**src/rtl/pipe_hazard_ctrl.sv**
```systemverilog
// rtl/pipe_hazard_ctrl.sv - load-use/branch hazard control and mult/div sequencing for the 5-stage core
// Hazard outputs are combinational so they act in the cycle the hazard is seen.
module pipe_hazard_ctrl #(
  parameter int MULDIV_CYCLES = 32,
  parameter int CNT_W         = 16
) (
  input  logic             clk_i,
  input  logic             rst_i,
  input  logic [4:0]       id_rs_i,
  input  logic [4:0]       id_rt_i,
  input  logic             id_uses_rt_i,
  input  logic             id_muldiv_i,
  input  logic             id_reads_hilo_i,
  input  logic             ex_memread_i,
  input  logic [4:0]       ex_rt_i,
  input  logic             ex_branch_taken_i,
  output logic             pc_write_o,
  output logic             ifid_write_o,
  output logic             ifid_flush_o,
  output logic             idex_bubble_o,
  output logic             muldiv_start_o,
  output logic             muldiv_busy_o,
  output logic             muldiv_done_o,
  output logic             state_o,
  output logic [CNT_W-1:0] stall_cnt_o
);

  localparam logic       LP_RUN    = 1'b0;
  localparam logic       LP_MDBUSY = 1'b1;
  localparam logic [7:0] LP_LOAD   = 8'(MULDIV_CYCLES - 1);

  logic             r_state;
  logic             w_state_nxt;
  logic [7:0]       r_cnt;
  logic [7:0]       w_cnt_nxt;
  logic [CNT_W-1:0] r_stall_cnt;
  logic             w_load_use;
  logic             w_hilo_hz;
  logic             w_stall;
  logic             w_start;

  assign w_load_use = ex_memread_i && (ex_rt_i != 5'd0) &&
                      ((ex_rt_i == id_rs_i) || (id_uses_rt_i && (ex_rt_i == id_rt_i)));
  // A second mult/div waits behind the busy window exactly like an mfhi/mflo.
  assign w_hilo_hz  = (r_state == LP_MDBUSY) && (id_reads_hilo_i || id_muldiv_i);
  assign w_stall    = (w_load_use || w_hilo_hz) && !ex_branch_taken_i;
  assign w_start    = (r_state == LP_RUN) && id_muldiv_i && !w_stall && !ex_branch_taken_i;

  always_ff @(posedge clk_i or posedge rst_i) begin
    if (rst_i) begin
      r_state <= LP_RUN;
      r_cnt   <= 8'd0;
    end else begin
      r_state <= w_state_nxt;
      r_cnt   <= w_cnt_nxt;
    end
  end

  always_comb begin
    w_state_nxt = r_state;
    w_cnt_nxt   = r_cnt;
    case (r_state)
      LP_RUN: begin
        if (w_start) begin
          w_state_nxt = LP_MDBUSY;
          w_cnt_nxt   = LP_LOAD;
        end
      end
      default: begin
        if (r_cnt != 8'd0) w_cnt_nxt   = r_cnt - 8'd1;
        else               w_state_nxt = LP_RUN;
      end
    endcase
  end

  always_comb begin
    pc_write_o     = 1'b1;
    ifid_write_o   = 1'b1;
    ifid_flush_o   = 1'b0;
    idex_bubble_o  = 1'b0;
    muldiv_start_o = 1'b0;
    muldiv_busy_o  = 1'b0;
    muldiv_done_o  = 1'b0;
    if (!rst_i) begin
      if (ex_branch_taken_i) begin
        ifid_flush_o  = 1'b1;
        idex_bubble_o = 1'b1;
      end else if (w_stall) begin
        pc_write_o    = 1'b0;
        ifid_write_o  = 1'b0;
        idex_bubble_o = 1'b1;
      end
      muldiv_start_o = w_start;
      muldiv_busy_o  = (r_state == LP_MDBUSY);
      muldiv_done_o  = (r_state == LP_MDBUSY) && (r_cnt == 8'd0);
    end
  end

  always_ff @(posedge clk_i or posedge rst_i) begin
    if (rst_i)                                      r_stall_cnt <= '0;
    else if (w_stall && (r_stall_cnt != {CNT_W{1'b1}})) r_stall_cnt <= r_stall_cnt + 1'b1;
  end

  assign state_o     = r_state;
  assign stall_cnt_o = r_stall_cnt;

endmodule
```
**config.mk**
```make
export PLATFORM = sky130hd
export DESIGN_NAME = pipe_hazard_ctrl
export DESIGN_NICKNAME = d
export VERILOG_FILES = /design/src/rtl/pipe_hazard_ctrl.sv
export SDC_FILE = /design/constraint.sdc
export NUM_CORES = 1
export LEC_CHECK = 0
export BUFFER_PORTS_ARGS = -buffer_cell sky130_fd_sc_hd__buf_2
export CAP_MARGIN = 15
export CORE_ASPECT_RATIO = 1.4
export CORE_UTILIZATION = 50
export DETAILED_ROUTE_END_ITERATION = 8
export HOLD_SLACK_MARGIN = 0.1
export PLACE_DENSITY = 0.79
export SYNTH_ARGS = -nofsm -noshare
export SYNTH_HDL_FRONTEND = slang
export SYNTH_SLANG_ARGS = --single-unit
export TNS_END_PERCENT = 30
```
**constraint.sdc**
```tcl
create_clock -name clk_i -period 4.75 [get_ports clk_i]
set_input_delay 0.95 -clock clk_i [delete_from_list [all_inputs] [get_ports clk_i]]
set_output_delay 0.95 -clock clk_i [all_outputs]
set_load 0.005 [all_outputs]
```
==> results of run 1 <==
## worst max-delay path, stage by stage
cell	delay [ns]
sky130_fd_sc_hd__buf_2	0.12
sky130_fd_sc_hd__or4_1	0.51
sky130_fd_sc_hd__o21a_1	0.23
sky130_fd_sc_hd__a21oi_1	0.23
sky130_fd_sc_hd__nand3b_2	0.22
sky130_fd_sc_hd__nor2_1	0.14
sky130_fd_sc_hd__buf_2	0.12
## worst max-delay path by stage
stage               slack, ns  cells past startpoint        endpoint
global route             1.12                      7  muldiv_start_o
global placement         1.32                      7  muldiv_start_o
detailed placement       1.27                      7  muldiv_start_o
floorplan                1.59                      5      pc_write_o
finish                   1.27                      7  muldiv_start_o
CTS                      1.27                      7  muldiv_start_o
## cells in the final DEF, fill, tap and decap left out, types with 4 or more instances in the layout
cell type / count
sky130_fd_sc_hd__buf_2: 45
sky130_fd_sc_hd__dfrtp_1: 25
sky130_fd_sc_hd__xnor2_1: 18
sky130_fd_sc_hd__nand2_1: 13
sky130_fd_sc_hd__xor2_1: 11
sky130_fd_sc_hd__nand3_1: 9
sky130_fd_sc_hd__nor3_1: 8
sky130_fd_sc_hd__nor2_1: 8
sky130_fd_sc_hd__nand4_1: 6
sky130_fd_sc_hd__nor4_1: 6
sky130_fd_sc_hd__inv_1: 4
sky130_fd_sc_hd__and3_1: 4
sky130_fd_sc_hd__a21oi_1: 4
## report_power, final
group | switching, uW | internal (uW) | leakage, uW | total, uW
clock | 66.3 | 32.1 | 0.0000139 | 98.4
combinational | 112 | 114 | 0.000498 | 226
sequential | 60.0 | 266 | 0.000313 | 326
total | 239 | 413 | 0.000824 | 651
## through the flow
step | power, uW | instance area (um2) | hold slack [ns]
6_report | 651 | 1710 | 0.505
5_1_grt | 706 | 1710 | 0.540
4_1_cts | 659 | 1710 | 0.513
3_5_place_dp | 559 | 1680 | 0.488
3_3_place_gp | 549 | 1680 | 0.477
2_1_floorplan | 473 | 1420 | 0.486
## cell families (layout without fill, tap and decap cells)
kind of cell             count (synthesis)  after routing  share of synthesized area [%]
AO/OA/AOI/OAI                           13             13                           6.97
XOR/XNOR                                29             29                           17.9
adder cells (fa/ha/maj)                  2              2                           1.76
buffers and inverters                    6             53                           1.85
flip-flops                              25             25                           44.1
multiplexers                             1              1                           1.06
AND/OR/NAND/NOR                         69             69                           26.4
## sequential cells by signal (all words and copies together) (netlist names)
signal,flops
r_cnt,8
stall_cnt_o,16
state_o,1
## layout make-up
class / count / area [um2] / share of cell area, %
Inverter: 4 / 15.0 / 0.879
Tap cell: 36 / 45.0 / 2.64
Clock buffer: 3 / 22.5 / 1.32
Sequential cell: 25 / 626 / 36.6
Multi-Input combinational cell: 114 / 767 / 44.9
Clock inverter: 1 / 7.51 / 0.440
Timing Repair Buffer: 45 / 225 / 13.2
## layer usage
metal | track usage [%] | up-vias | share of wire, %
met5 | 0 | - | 0
met4 | 7.86 | 0 | 1.1
met3 | 4.18 | 4 | 2.2
met2 | 41.3 | 25 | 56
met1 | 28.1 | 614 | 41
li1 | - | 602 | -
==> reports/qor.yml, run 1 <==
result_of_the_run: "complete, no violations"
worstPathRequired_ns: 3.80
leading_post_synthesis_cells_by_instance_count: "sky130_fd_sc_hd__dfrtp_1 (25), sky130_fd_sc_hd__xnor2_1 (18), sky130_fd_sc_hd__nand2_1 (13)"
rrSetupSlack_ns: 2.82
timing.final.crit_share_pct: 73.2
global_route_wire_length_before_repair_mm: 5.40
clk_root_buffer_cell: "sky130_fd_sc_hd__clkbuf_4"
critPathCaptureType: "output pin"
grt_pass1_vias: 1243
clock_path_buffers: 2
grtUsageTotal_pct: 23.8
grt_start_max_net_pins: 26
max-slew-margin-rel_pct: 38.0
peak_fanout_along_the_critical_path: 10
worst_slew_pin_tran_ns: 0.930
final_layout_size_suffix_gt1_share_pct: 27.6
full_die_area_um2: 3060
cts-htree-levels: 1
synth_top_area_cell: "sky130_fd_sc_hd__dfrtp_1"
finalWirelength_mm: 3.04
max_freq_mhz: 288
min_to: "stall_cnt_o[10]"
part_of_the_yosys_area_used_for_sequential_elements_pct: 44.1
regToRegEndpoint: "stall_cnt_o[12]"
ys_ff_latch: 25
drc: 0
worstSetupStartpointType: "primary input"
synth-edff-count: 0
max_cap_viol_count: 0
worst_hold_path_depth: 1
die_width_um: 47.0
final-hold-violation-count: 0
route.vias.total: 1245
setup_tns_ns: 0
io_pins: 46
post-route-min-period_ns: 3.48
dp.final_hpwl_mm: 2.39
gp_congestion: 0.807
criticalPathCategory: "primary input to output pin"
worst_ir_drop_vdd_mv: 0.270
postCtsHoldBufs: 0
fin_cells: 228
worstHoldStart: "stall_cnt_o[10]"
setup_repair_after_global_routing_missed_its_margin: "no"
most_used_standard_cell_by_instance_count_after_synthesis: "sky130_fd_sc_hd__dfrtp_1"
yosys.area.top_type_share_pct: 44.1
finalMaxSlewViolations: 0
preCtsSetupSlack_ns: 1.27
cts.sinks: 25
power.static_leakage_uw: 0.000824
floorplan.initialDensity_pct: 53.1
numCtsBuffers: 3
grt_overflow_total: 0
mapped_cell_area_um2: 1420
syn_area_per_cell_um2: 9.79
worst_setup_path_startpoint: "ex_rt_i[1]"
grt_antenna_before_repair: 0
clock_tree_from_tritoncts: "yes"
insertion_delay_ns: 0.32
io_buf_count: 45
final_core_utilization_pct: 64.0
p_per_area_nw_per_um2: 381
place_inst: 224
reg2regPathDepth: 6
antennaDiodeCount: 0
syn_inst: 145
synthesis.yosys.warnings: 0
worst_path_clk_slew_ns: 0.15
r2r-start: "stall_cnt_o[5]"
detailedRoute.firstPassIterationCount: 4
worst_slack_ns: 1.27
row_count: 22
postCtsSetupRepairBufs: 0
asyncSetResetFlopFracSynth_pct: 100
floorplan.die.height_um: 65.0
timing.final.setup_violations: 0
worst-endpoint-arrival_ns: 2.53
drt.antenna.violating_nets: 0
n_fill_cell: 232
core_area_um2: 2670
mappedNetlistNets: 169
postCtsResizedCells: 0
detail_route.wl_per_cell_um: 13.3
post_synth_main_area_contributors: "sky130_fd_sc_hd__dfrtp_1 (44%), sky130_fd_sc_hd__xnor2_1 (11%), sky130_fd_sc_hd__xor2_1 (6.8%)"
yosysUniqueCellTypes: 33
worst_hold_path_type: "flop to flop"
worst_clock_skew_ns: 0.00606
nNetsFinal: 217
area.growth.synth_to_final_pct: 20.4
ys_dominant_reg_cell: "sky130_fd_sc_hd__dfrtp_1"
dr.first_iter.drc_count: 26
route.detailed.vias_per_inst: 5.46
Note: power is estimated with default switching activity, not from simulation.
==> run 2, diff against run 1 <==
- ABC_AREA: not set -> 1
- PLACE_DENSITY: 0.79 -> 0.76
- clock period: 4.75 -> 3.3 ns (I/O delays scaled with it)
==> run 2 against run 1 <==
Compared with the run above: core utilization shrank 3.0 points; first-iteration DRC count grew 35%; clock skew shrank 0.0051 ns; combinational power increased by 75%; critical endpoint is now pc_write_o; highest routed layer unchanged.
==> reports/qor.yml, run 2 <==
worst_path_clk_slew_ns: 0.09  # -0.06 ns
synth_top_area_cell: "sky130_fd_sc_hd__dfrtp_1"
max_cap_viol_count: 0  # unchanged
most_frequent_cells_in_the_layout: "sky130_fd_sc_hd__nand2_1 (88), sky130_fd_sc_hd__buf_2 (45), sky130_fd_sc_hd__inv_1 (28), sky130_fd_sc_hd__nand3_1 (26), sky130_fd_sc_hd__dfrtp_1 (25)"
largest_reg_flops: 16  # unchanged
worst-endpoint-arrival_ns: 1.77  # -0.76 ns
cts-htree-levels: 1  # unchanged
grt_start_max_net_pins: 26  # unchanged
yosysUniqueCellTypes: 25  # -24%
final_common_cell: "sky130_fd_sc_hd__nand2_1"
clock_tree_from_tritoncts: "yes"
power.static_leakage_uw: 0.00114  # +38%
part_of_the_yosys_area_used_for_sequential_elements_pct: 35.8  # -8.3 points
grt_antenna_before_repair: 0  # unchanged
n_fill_cell: 334  # +44%
worst_clock_skew_ns: 0.000946  # -0.00511 ns
floorplan.initialDensity_pct: 52.2  # -0.95 points
asyncSetResetFlopFracSynth_pct: 100  # unchanged
worst_ir_drop_vdd_mv: 0.441  # +63%
grt_overflow_total: 0  # unchanged
mapped_cell_area_um2: 1750  # +23%
drt.antenna.violating_nets: 0  # unchanged
floorplan.die.height_um: 71.9  # +11%
post_synth_main_area_contributors: "sky130_fd_sc_hd__dfrtp_1 (36%), sky130_fd_sc_hd__nand2_1 (19%), sky130_fd_sc_hd__xnor2_1 (7.5%)"
setup_repair_after_global_routing_missed_its_margin: "no"
cts.sinks: 25  # unchanged
setup_tns_ns: 0  # unchanged
p_per_area_nw_per_um2: 519  # +36%
route.detailed.vias_per_inst: 4.96  # -9.1%
clock_path_buffers: 2  # unchanged
synth-edff-count: 0  # unchanged
path_cells: "buf_2 -> inv_1 -> nor2_1 -> nor2_1 -> nand3_1 -> nand2_2 -> nand2_4 -> a21oi_4 -> buf_4 -> nand2_1 -> buf_2"
worstSetupStartpointType: "primary input"
worst_setup_path_startpoint: "ex_rt_i[3]"
yosys.area.top_type_share_pct: 35.8  # -8.3 points
global_route_wire_length_before_repair_mm: 6.35  # +18%
clk_root_buffer_cell: "sky130_fd_sc_hd__clkbuf_8"
die_width_um: 52.0  # +10%
postCtsResizedCells: 0  # unchanged
max-slew-margin-rel_pct: 64.2  # +26 points
path_buf_inv: 4  # +2
place_inst: 332  # +48%
antennaDiodeCount: 0  # unchanged
syn_inst: 250  # +72%
ys_dominant_reg_cell: "sky130_fd_sc_hd__dfrtp_1"
dp.final_hpwl_mm: 2.79  # +17%
syn_area_per_cell_um2: 6.99  # -29%
area.growth.synth_to_final_pct: 16.8
finalMaxSlewViolations: 0  # unchanged
leading_post_synthesis_cells_by_instance_count: "sky130_fd_sc_hd__nand2_1 (88), sky130_fd_sc_hd__inv_1 (28), sky130_fd_sc_hd__nand3_1 (26)"
result_of_the_run: "complete, no violations"
core_area_um2: 3350  # +25%
max_freq_mhz: 411
critical-path-top-delay-family: "buffers and inverters"
worstHoldStart: "r_cnt[4]"
grtUsageTotal_pct: 22.0  # -1.7 points
finalWirelength_mm: 3.64  # +20%
postCtsSetupRepairBufs: 0  # unchanged
route.vias.total: 1668  # +34%
timing.critical_path.slowest_cell_delay_ns: 0.20  # -0.31 ns
worst_slew_pin_tran_ns: 0.532  # -0.398 ns
post-route-min-period_ns: 2.43
r2r-start: "stall_cnt_o[0]"
timing.final.crit_share_pct: 73.7
critPathCaptureType: "output pin"
fin_cells: 336  # +47%
final-hold-violation-count: 0  # unchanged
detailedRoute.firstPassIterationCount: 4  # unchanged
ys_ff_latch: 25  # unchanged
peak_fanout_along_the_critical_path: 13  # +3
dr.first_iter.drc_count: 35  # +35%
grt_pass1_vias: 1554  # +25%
insertion_delay_ns: 0.27  # -0.05 ns
io_buf_count: 45  # unchanged
timing.final.setup_violations: 0  # unchanged
final_layout_size_suffix_gt1_share_pct: 24.3  # -3.3 points
io_pins: 46  # unchanged
detail_route.wl_per_cell_um: 10.8  # -19%
mappedNetlistNets: 274  # +62%
criticalPathCategory: "primary input to output pin"
full_die_area_um2: 3740  # +22%
drc: 0  # unchanged
nNetsFinal: 321  # +48%
worstPathRequired_ns: 2.64  # -1.16 ns
postCtsHoldBufs: 0  # unchanged
worst_hold_path_type: "flop to flop"
synthesis.yosys.warnings: 0  # unchanged
most_used_standard_cell_by_instance_count_after_synthesis: "sky130_fd_sc_hd__nand2_1"
row_count: 25  # +14%
numCtsBuffers: 3  # unchanged
gp_congestion: 0.812  # +0.63%
critical_path.slowest_cell: "sky130_fd_sc_hd__buf_4"
## run 2: cells by family after synthesis
logic type | count (synthesis) | synth area share [%]
adder cells (fa/ha/maj) | 2 | 1.43
flip-flops | 25 | 35.8
XOR/XNOR | 18 | 9.03
buffers and inverters | 38 | 9.74
AO/OA/AOI/OAI | 10 | 4.15
AND/OR/NAND/NOR | 157 | 39.8
## run 2: worst paths after layout
kind,endpoint,slack (ns),depth (start not counted)
max in group asynchronous,stall_cnt_o[8],2.50,3
setup reg to reg,stall_cnt_o[5],1.25,9
hold / removal,r_cnt[4],0.54,2
min in group asynchronous,stall_cnt_o[1],0.56,3
setup / recovery,pc_write_o,0.87,11
hold reg to reg,r_cnt[4],0.54,2
## run 2: worst min-delay path: stages, from the launching register on
cell and delay [ns]:
sky130_fd_sc_hd__dfrtp_1 0.39, sky130_fd_sc_hd__xor2_1 0.08, sky130_fd_sc_hd__nand2_1 0.05
## run 2: layer usage
layer	global-route usage, %	wire (um)
met5	0	0
met4	6.91	19
met3	2.10	129
met2	40.9	1930
met1	25.8	1560
## run 2: power by group
part / switching, uW / internal, uW / total, uW / leakage, uW
Clock: 102 / 85.5 / 188 / 0.0000217
Combinational: 230 / 166 / 396 / 0.000793
Sequential: 91.8 / 384 / 476 / 0.000324
## run 2: cell type report
| type | count | area, um2 | area share [%] |
|---|---|---|---|
| clock buffers | 3 | 41.3 | 2.02 |
| multi-input cells | 187 | 951 | 46.6 |
| inverters | 33 | 124 | 6.07 |
| well taps | 40 | 50.0 | 2.45 |
| flip-flops and latches | 25 | 626 | 30.7 |
| clock inverters | 1 | 7.51 | 0.368 |
| repair buffers | 47 | 240 | 11.8 |
## run 2: through the flow
step                      hold slack, ns  instance area [um2]  worst slack, ns  utilization [%]  total power (uW)
after floorplan                    0.488                 1750             1.01                -               770
final                              0.544                 2040            0.867             60.9              1060
after CTS                          0.548                 2040            0.850             60.9              1070
after global routing               0.588                 2040            0.722             60.9              1160
after global placement             0.518                 1990            0.871             59.5               871
after detailed placement           0.524                 1990            0.857             59.5               883
